$ cat src/rtl/boxhead_gfx_pkg.sv
// Shared graphics definitions: screen geometry, draw command record and sequencer states.
// Used by sprite_draw_sequencer (optional statistics via SPRITE_SEQ_STATS_EN) and draw_cmd_fifo.
package boxhead_gfx_pkg;

    localparam logic [9:0]  SCREEN_W          = 10'd640;
    localparam logic [9:0]  SCREEN_H          = 10'd480;
    localparam logic [15:0] TRANSPARENT_COLOR = 16'h07E0;
    localparam int unsigned GFX_SRC_ADDR_W    = 19;

    typedef struct packed {
        logic [9:0]                x;
        logic [9:0]                y;
        logic [9:0]                w;
        logic [9:0]                h;
        logic [GFX_SRC_ADDR_W-1:0] src_addr;
        logic                      flip_x;
    } draw_cmd_t;

    typedef enum logic [2:0] {
        S_IDLE,
        S_FETCH,
        S_CHECK,
        S_ISSUE,
        S_RELEASE
    } seq_state_e;

    // A command the copy engine must never see: degenerate, wrapping, or fully off-screen.
    function automatic logic cmd_rejected(input draw_cmd_t cmd,
                                          input logic [10:0] x_end,
                                          input logic [10:0] y_end);
        return (cmd.w == '0) || (cmd.h == '0) || x_end[10] || y_end[10] ||
               (cmd.x >= SCREEN_W) || (cmd.y >= SCREEN_H);
    endfunction

endpackage

$ cat src/rtl/draw_cmd_fifo.sv
// Synchronous FIFO of draw commands; flush empties it and wins over a same-cycle push.
module draw_cmd_fifo
    import boxhead_gfx_pkg::*;
#(
    parameter int unsigned Depth = 16
) (
    input  logic                   clk,
    input  logic                   reset,
    input  logic                   push,
    input  draw_cmd_t              push_data,
    input  logic                   pop,
    input  logic                   flush,
    output draw_cmd_t              pop_data,
    output logic                   full,
    output logic                   empty,
    output logic [$clog2(Depth):0] count
);

    localparam int unsigned AW = $clog2(Depth);

    draw_cmd_t     mem_q [Depth];
    draw_cmd_t     mem_d [Depth];
    logic [AW-1:0] wr_ptr_q, wr_ptr_d;
    logic [AW-1:0] rd_ptr_q, rd_ptr_d;
    logic [AW:0]   count_q, count_d;
    logic          do_push, do_pop;

    assign full     = (count_q == (AW+1)'(Depth));
    assign empty    = (count_q == '0);
    assign count    = count_q;
    assign pop_data = mem_q[rd_ptr_q];

    always_comb begin
        do_push  = push && !full;
        do_pop   = pop && !empty;
        mem_d    = mem_q;
        wr_ptr_d = wr_ptr_q;
        rd_ptr_d = rd_ptr_q;
        count_d  = count_q;
        if (flush) begin
            wr_ptr_d = '0;
            rd_ptr_d = '0;
            count_d  = '0;
        end else begin
            if (do_push) begin
                mem_d[wr_ptr_q] = push_data;
                wr_ptr_d        = wr_ptr_q + AW'(1);
            end
            if (do_pop) begin
                rd_ptr_d = rd_ptr_q + AW'(1);
            end
            count_d = count_q + (AW+1)'(do_push) - (AW+1)'(do_pop);
        end
    end

    always_ff @(posedge clk) begin
        if (reset) begin
            wr_ptr_q <= '0;
            rd_ptr_q <= '0;
            count_q  <= '0;
        end else begin
            wr_ptr_q <= wr_ptr_d;
            rd_ptr_q <= rd_ptr_d;
            count_q  <= count_d;
        end
    end

    always_ff @(posedge clk) begin
        mem_q <= mem_d;
    end

endmodule

$ cat src/rtl/sprite_draw_sequencer.sv
// Queues sprite draw commands, validates them and runs the copy engine execute/done handshake.
// Define SPRITE_SEQ_STATS_EN to build the drawn/dropped statistics counters.
module sprite_draw_sequencer
    import boxhead_gfx_pkg::*;
#(
    parameter int unsigned SrcAddrWidth = 19,
    parameter int unsigned QueueDepth   = 16
) (
    input  logic                         clk,
    input  logic                         reset,
    input  logic                         cmd_valid,
    output logic                         cmd_ready,
    input  logic [9:0]                   cmd_x,
    input  logic [9:0]                   cmd_y,
    input  logic [9:0]                   cmd_w,
    input  logic [9:0]                   cmd_h,
    input  logic [SrcAddrWidth-1:0]      cmd_src_addr,
    input  logic                         cmd_flip_x,
    input  logic                         enable,
    input  logic                         abort,
    output logic                         idle,
    output logic [$clog2(QueueDepth):0]  queue_count,
    output logic [9:0]                   dest_x_start,
    output logic [9:0]                   dest_x_end,
    output logic [9:0]                   dest_y_start,
    output logic [9:0]                   dest_y_end,
    output logic [SrcAddrWidth-1:0]      src_addr_start,
    output logic                         flip_x,
    output logic                         execute,
    input  logic                         done,
    output logic [15:0]                  drawn_count,
    output logic [15:0]                  dropped_count
);

    seq_state_e state_q, state_d;

    draw_cmd_t cmd_in, fifo_head;
    logic      fifo_full, fifo_empty, fifo_push, fifo_pop;
    logic      load_out, cmd_bad;

    draw_cmd_t               work_q, work_d;
    logic [10:0]             x_end_q, x_end_d;
    logic [10:0]             y_end_q, y_end_d;
    logic [9:0]              dest_x_start_q, dest_x_start_d;
    logic [9:0]              dest_x_end_q, dest_x_end_d;
    logic [9:0]              dest_y_start_q, dest_y_start_d;
    logic [9:0]              dest_y_end_q, dest_y_end_d;
    logic [SrcAddrWidth-1:0] src_addr_q, src_addr_d;
    logic                    flip_x_q, flip_x_d;

    always_comb begin
        cmd_in.x        = cmd_x;
        cmd_in.y        = cmd_y;
        cmd_in.w        = cmd_w;
        cmd_in.h        = cmd_h;
        cmd_in.src_addr = GFX_SRC_ADDR_W'(cmd_src_addr);
        cmd_in.flip_x   = cmd_flip_x;
    end

    assign cmd_ready = !fifo_full;
    assign fifo_push = cmd_valid && cmd_ready && !abort;

    draw_cmd_fifo #(
        .Depth(QueueDepth)
    ) u_fifo (
        .clk      (clk),
        .reset    (reset),
        .push     (fifo_push),
        .push_data(cmd_in),
        .pop      (fifo_pop),
        .flush    (abort),
        .pop_data (fifo_head),
        .full     (fifo_full),
        .empty    (fifo_empty),
        .count    (queue_count)
    );

    assign cmd_bad = cmd_rejected(work_q, x_end_q, y_end_q);

    always_ff @(posedge clk) begin
        if (reset) begin
            state_q <= S_IDLE;
        end else begin
            state_q <= state_d;
        end
    end

    always_comb begin
        state_d = state_q;
        if (abort) begin
            state_d = S_IDLE;
        end else begin
            case (state_q)
                S_IDLE:    if (!fifo_empty && enable) state_d = S_FETCH;
                S_FETCH:   state_d = S_CHECK;
                S_CHECK:   state_d = cmd_bad ? S_IDLE : S_ISSUE;
                S_ISSUE:   if (done) state_d = S_RELEASE;
                S_RELEASE: state_d = S_IDLE;
                default:   state_d = S_IDLE;
            endcase
        end
    end

    always_comb begin
        execute  = (state_q == S_ISSUE);
        fifo_pop = (state_q == S_FETCH);
        load_out = (state_q == S_CHECK) && !cmd_bad && !abort;
        idle     = fifo_empty && (state_q == S_IDLE) && !execute;
    end

    always_comb begin
        work_d         = work_q;
        x_end_d        = x_end_q;
        y_end_d        = y_end_q;
        dest_x_start_d = dest_x_start_q;
        dest_x_end_d   = dest_x_end_q;
        dest_y_start_d = dest_y_start_q;
        dest_y_end_d   = dest_y_end_q;
        src_addr_d     = src_addr_q;
        flip_x_d       = flip_x_q;
        if (fifo_pop) begin
            work_d  = fifo_head;
            x_end_d = {1'b0, fifo_head.x} + {1'b0, fifo_head.w};
            y_end_d = {1'b0, fifo_head.y} + {1'b0, fifo_head.h};
        end
        // Engine-facing registers change only on entry to ISSUE, so they stay frozen while execute=1.
        if (load_out) begin
            dest_x_start_d = work_q.x;
            dest_x_end_d   = x_end_q[9:0];
            dest_y_start_d = work_q.y;
            dest_y_end_d   = y_end_q[9:0];
            src_addr_d     = SrcAddrWidth'(work_q.src_addr);
            flip_x_d       = work_q.flip_x;
        end
    end

    always_ff @(posedge clk) begin
        if (reset) begin
            work_q         <= '0;
            x_end_q        <= '0;
            y_end_q        <= '0;
            dest_x_start_q <= '0;
            dest_x_end_q   <= '0;
            dest_y_start_q <= '0;
            dest_y_end_q   <= '0;
            src_addr_q     <= '0;
            flip_x_q       <= 1'b0;
        end else begin
            work_q         <= work_d;
            x_end_q        <= x_end_d;
            y_end_q        <= y_end_d;
            dest_x_start_q <= dest_x_start_d;
            dest_x_end_q   <= dest_x_end_d;
            dest_y_start_q <= dest_y_start_d;
            dest_y_end_q   <= dest_y_end_d;
            src_addr_q     <= src_addr_d;
            flip_x_q       <= flip_x_d;
        end
    end

    assign dest_x_start   = dest_x_start_q;
    assign dest_x_end     = dest_x_end_q;
    assign dest_y_start   = dest_y_start_q;
    assign dest_y_end     = dest_y_end_q;
    assign src_addr_start = src_addr_q;
    assign flip_x         = flip_x_q;

`ifdef SPRITE_SEQ_STATS_EN
    logic [15:0] drawn_q, drawn_d;
    logic [15:0] dropped_q, dropped_d;

    // An aborted sprite is neither drawn nor dropped.
    always_comb begin
        drawn_d   = drawn_q + 16'((state_q == S_ISSUE) && done && !abort);
        dropped_d = dropped_q + 16'((state_q == S_CHECK) && cmd_bad && !abort);
    end

    always_ff @(posedge clk) begin
        if (reset) begin
            drawn_q   <= '0;
            dropped_q <= '0;
        end else begin
            drawn_q   <= drawn_d;
            dropped_q <= dropped_d;
        end
    end

    assign drawn_count   = drawn_q;
    assign dropped_count = dropped_q;
`else
    assign drawn_count   = '0;
    assign dropped_count = '0;
`endif

endmodule
$ cat config.mk
export PLATFORM = sky130hd
export DESIGN_NAME = sprite_draw_sequencer
export DESIGN_NICKNAME = d
export VERILOG_FILES = /design/src/rtl/boxhead_gfx_pkg.sv /design/src/rtl/draw_cmd_fifo.sv /design/src/rtl/sprite_draw_sequencer.sv
export SDC_FILE = /design/constraint.sdc
export NUM_CORES = 1
export LEC_CHECK = 0
export BUFFER_PORTS_ARGS = -buffer_cell sky130_fd_sc_hd__buf_2
export CAP_MARGIN = 20
export CELL_PAD_IN_SITES_DETAIL_PLACEMENT = 0
export CELL_PAD_IN_SITES_GLOBAL_PLACEMENT = 1
export CORE_UTILIZATION = 35
export CTS_CLUSTER_DIAMETER = 30
export DETAILED_ROUTE_END_ITERATION = 10
export PLACE_DENSITY = 0.55
export RECOVER_POWER = 100
export SETUP_SLACK_MARGIN = 0.02
export SYNTH_ARGS = -nofsm -noshare
export SYNTH_HDL_FRONTEND = slang
export SYNTH_SLANG_ARGS = --single-unit
$ cat constraint.sdc
create_clock -name clk -period 8.2 [get_ports clk]
set_input_delay 0.82 -clock clk [delete_from_list [all_inputs] [get_ports clk]]
set_output_delay 0.82 -clock clk [all_outputs]
set_load 0.02 [all_outputs]
==> impl.org <==
** Status
- The flow ran to the end, but the final reports show violations.
- Violations in the final reports :: capacitance limit, slew limit

** Timing
- On the final layout, the worst hold slack is 0.346 ns.
- For the pin with the worst max-slew slack, the measured transition is 3.40 ns.
- Final total negative setup slack :: 0 ns
- Setup repair after global routing missed its margin :: no
- The final hold violation count was 0.
- The total count of max-transition violations in the final report is 857.
- Ratio of final minimum period to clock period :: 70.4%
- Worst-case headroom to the max-slew limit :: -127%
- Worst setup margin :: 2.42 ns
- Final-report setup violation count :: 0
- Worst Clk Skew :: 0.0275 ns
- Maximum frequency from static timing analysis :: 173 MHz
- Final worst path period need :: 5.78 ns

** Critical path
- Worst-path maximum fanout :: 25
- Logic depth of the worst path, buffers included :: 8
- R2R setup slack :: 2.42 ns
- Buffering stage count on the worst path with inverters included :: 3
- Slowest stage cell on the critical path :: sky130_fd_sc_hd__clkbuf_1
- The worst setup path is captured at a register.
- Data on the critical path is required at its endpoint by 8.61 ns.
- Walking the worst path, the cells encountered are inv_1, ha_1, nor4bb_1, nor3_1, nand2_1, nor2_1, clkbuf_1, buf_4.
- The critical path is of the register to register type.
- Critical path data arrival time :: 6.19 ns
- STA classifies the critical path startpoint as a register.
- The kind of cell with the highest combined delay along the critical path is buffers and inverters.
- Reg2Reg Depth :: 8
- Critical Path Max Stage Delay :: 1.63 ns

** Clock tree
- Hold bufs inserted after CTS :: 0
- CTS sink count :: 1118
- Number of buffers created by CTS :: 226
- In this run the deepest clock path goes through 3 buffers.
- Clk_lat worst skew :: 0.80 ns
- In this run the post-CTS setup repair buffer count came out at 0.
- Buffer cell driving the clock tree root :: sky130_fd_sc_hd__clkbuf_16
- Clock input transition at the sequential cells of the worst setup and hold paths :: 0.05 ns
- Number of H-tree branching levels :: 4
- Post-CTS Resized :: 0
- TritonCTS built the clock tree.

** Floorplan
- The floorplan step defined a die boundary enclosing 125000 um2.
- Total core area :: 122000 um2
- Initial standard-cell utilization of the core :: 35.4%
- IO Pins :: 166
- Die H :: 354 um
- Rows :: 128
- In this run the horizontal extent of the chip is 354 um.

** Worst hold path
- Worst Hold Path Cells :: 2
- The min-delay analysis places its worst path in the category primary input to register.

** Pwr
- Largest voltage drop on the vdd net :: 0.168 mV
- Flop pwr share :: 39.8%
- Fraction of power spent switching nets :: 20.9%
- In this run, the clock network consumes 58.6% of the power.
- For this design the ratio of total power to cell area is 293 nW/um2.
- Internal Dissipation :: 12.4 mW
- Combinational share of power :: 1.6%
- Static leakage :: 16.9 nW
- Reported net switching power :: 3.27 mW

** Global routing
- Aggregate global-route resource usage :: 18.4%
- For met2 alone, demand over resource in global routing was 29.2%.
- The via count of the first global-routing pass is 23500.
- Summed over all layers, the global routing overflow is 0.
- In the global route stage, met3 resource usage came out at 4.51%.
- Maximum number of pins on one net before global-route repair :: 122
- The first global-routing pass estimated 164000 um of wire.
- The number of antenna violations at the first check in global routing was 14.
- For met1 alone, demand over resource in global routing was 24.8%.
- GRT Max-Usage Layer :: met2

** Synthesis
- Cell types occupying the most area after synthesis :: sky130_fd_sc_hd__edfxtp_1, sky130_fd_sc_hd__mux4_2, sky130_fd_sc_hd__dfxtp_1, sky130_fd_sc_hd__mux2i_1, sky130_fd_sc_hd__nand2_1
- The Yosys step of the flow raised 0 warnings.
- Cell area after synthesis :: 43300 um2
- Of all cell types, the one taking the most synthesized area is sky130_fd_sc_hd__edfxtp_1.
- Share of synthesized area occupied by flip-flops and latches :: 73.9%
- Count of state elements after synthesis :: 1118
- Async SR Flop Fraction :: 0%
- After synthesis, the netlist uses 60 different library cells.
- Yosys mapped a number of flops with a built-in enable equal to 960.
- Synthesized area per cell :: 19.6 um2
- Top-area cell type share of the netlist area :: 66.6%
- Synth Flop Type :: sky130_fd_sc_hd__edfxtp_1
- Instance count of the mapped netlist :: 2213

** Detailed routing
- Initial DRC count :: 2025
- Dividing the detail-routed wire length by the instance count gives 26.4 um.
- Residual DRC count :: 0
- The routed design has 114000 um of wire.
- Once detail routing completed, the nets flagged for antenna violations numbered 0.
- Total iterations of the first detailed-routing run :: 5
- Using the TritonRoute via totals, the vias-per-cell ratio works out to 5.18.
- Detailed routing inserted a total of 22400 vias.

** Place
- Timing analysis after detailed placement gives a worst setup slack of 3.83 ns.
- Detailed placement ended at an HPWL of 61600 um.
- During placement, the flow inserted port buffers numbering 133.
- Gpl congestion :: 0.774

** Finish
- Relative area change from synthesis to final layout :: 23.3%
- 0 antenna diodes ended up in the layout.
- Fraction of layout instances using a drive strength above 1 :: 26.8%
- Filler cells :: 10600
- Area occupied by multi-input gates :: 10600 um2
- In the final design database the tool counted 2601 nets.
- Sequential cell area :: 32000 um2

** Run
- Across the run, the number of max-cap violations was 29.
-- cells in the mapped netlist (3+ instances only) --
cell type                    n
sky130_fd_sc_hd__edfxtp_1  960
sky130_fd_sc_hd__mux4_2    278
sky130_fd_sc_hd__nand2_1   201
sky130_fd_sc_hd__dfxtp_1   158
sky130_fd_sc_hd__mux2i_1    84
sky130_fd_sc_hd__clkbuf_1   56
sky130_fd_sc_hd__nor2_1     44
sky130_fd_sc_hd__buf_2      42
sky130_fd_sc_hd__buf_4      35
sky130_fd_sc_hd__o211ai_1   32
sky130_fd_sc_hd__ha_1       31
sky130_fd_sc_hd__a21oi_1    30
sky130_fd_sc_hd__o21ai_0    25
sky130_fd_sc_hd__inv_1      24
sky130_fd_sc_hd__a22oi_1    20
sky130_fd_sc_hd__a22o_1     19
sky130_fd_sc_hd__nor3_1     18
sky130_fd_sc_hd__nand3_1    16
sky130_fd_sc_hd__buf_1      14
sky130_fd_sc_hd__o21a_1     10
sky130_fd_sc_hd__a211oi_1    7
sky130_fd_sc_hd__buf_6       7
sky130_fd_sc_hd__nor4_1      7
sky130_fd_sc_hd__xnor2_1     7
sky130_fd_sc_hd__a21o_1      5
sky130_fd_sc_hd__and4_1      5
sky130_fd_sc_hd__nand4_1     5
sky130_fd_sc_hd__a31oi_1     4
sky130_fd_sc_hd__and2_1      4
sky130_fd_sc_hd__mux2_2      4
sky130_fd_sc_hd__xor2_1      4
sky130_fd_sc_hd__a211o_1     3
sky130_fd_sc_hd__a221oi_1    3
sky130_fd_sc_hd__and3_1      3
sky130_fd_sc_hd__fa_1        3
sky130_fd_sc_hd__nand2b_1    3
sky130_fd_sc_hd__nand3b_1    3
sky130_fd_sc_hd__nor2b_1     3
sky130_fd_sc_hd__nor3b_1     3
sky130_fd_sc_hd__or3_1       3
sky130_fd_sc_hd__or4b_2      3
-- final cells by class --
class / count / area share [%]
multi-input cells: 947 / 19.8
repair buffers: 183 / 1.58
flip-flops and latches: 1118 / 60.0
inverters: 25 / 0.178
clock inverters: 159 / 3.37
well taps: 1625 / 3.81
clock buffers: 269 / 11.3
-- per-stage QoR --
| step | utilization, % | cell area, um2 | instances | power [mW] |
|---|---|---|---|---|
| 6_report | 43.7 | 53300 | 4326 | 15.6 |
| 3_3_place_gp | 37.5 | 45800 | 3897 | 6.57 |
| 2_1_floorplan | - | 43400 | 2244 | 6.46 |
| 4_1_cts | 43.9 | 53600 | 4326 | 15.8 |
| 5_1_grt | 43.7 | 53300 | 4326 | 16.1 |
| 3_5_place_dp | 37.5 | 45800 | 3898 | 6.58 |
-- flip-flops by register name (all words and copies together) (netlist names) --
register / count
u_fifo.count: 5
src_addr_start: 19
u_fifo.mem_q: 960
u_fifo.wr_ptr_q: 4
dest_y_start: 10
dest_x_end: 10
flip_x: 1
work_q: 60
x_end_q: 11
y_end_q: 11
dest_y_end: 10
u_fifo.rd_ptr_q: 4
dest_x_start: 10
state_q: 3
-- layer usage --
layer	vias to the layer above	share of wire, %
met5	-	0.062
met4	12	2.3
met3	184	6.6
met2	737	47
met1	11800	44
li1	9610	-
-- final timing paths --
path                      from           endpoint
min reg2reg  src_addr_start[6]  src_addr_start[6]
max reg2reg    u_fifo.count[2]  u_fifo.mem_q[437]
max            u_fifo.count[2]  u_fifo.mem_q[437]
min                       done         state_q[2]
-- power by group through the flow --
stage | combinational [mW] | sequential [mW] | clock, mW
finish | 0.254 | 6.22 | 9.17
global route | 0.277 | 6.22 | 9.59
CTS | 0.262 | 6.22 | 9.32
detailed placement | 0.261 | 6.32 | 0
global placement | 0.252 | 6.32 | 0
floorplan | 0.136 | 6.33 | 0
-- kinds of logic (layout without fill, tap and decap cells) --
kind of cell             Yosys count  in the layout  share of synthesized area [%]
multiplexers                     366            366                           16.5
flip-flops                      1118           1118                           73.9
XOR/XNOR                          11             11                          0.223
buffers and inverters            179            636                           2.10
other                              1             32                        0.00866
AND/OR/NAND/NOR                  333            333                           3.45
adder cells (fa/ha/maj)           34             34                           1.03
AO/OA/AOI/OAI                    171            171                           2.76
-- cell usage in the layout, fill, tap and decap left out, drive strengths merged, types with 5 or more instances in the layout --
master    instances
o21a             10
or4b              5
o211ai           32
mux4            278
mux2i            84
nor2             44
nand4             5
nand2           201
a21o              5
o21ai            25
nor3             20
conb             32
buf              34
ha               31
a211oi            7
clkinv           74
clkinvlp         29
bufinv           27
nand3            16
a22o             19
and4              5
xnor2             7
nor4              7
clkbuf          418
edfxtp          960
dfxtp           158
a21oi            30
a22oi            20
inv              54
Note: power is estimated with default switching activity, not from simulation.
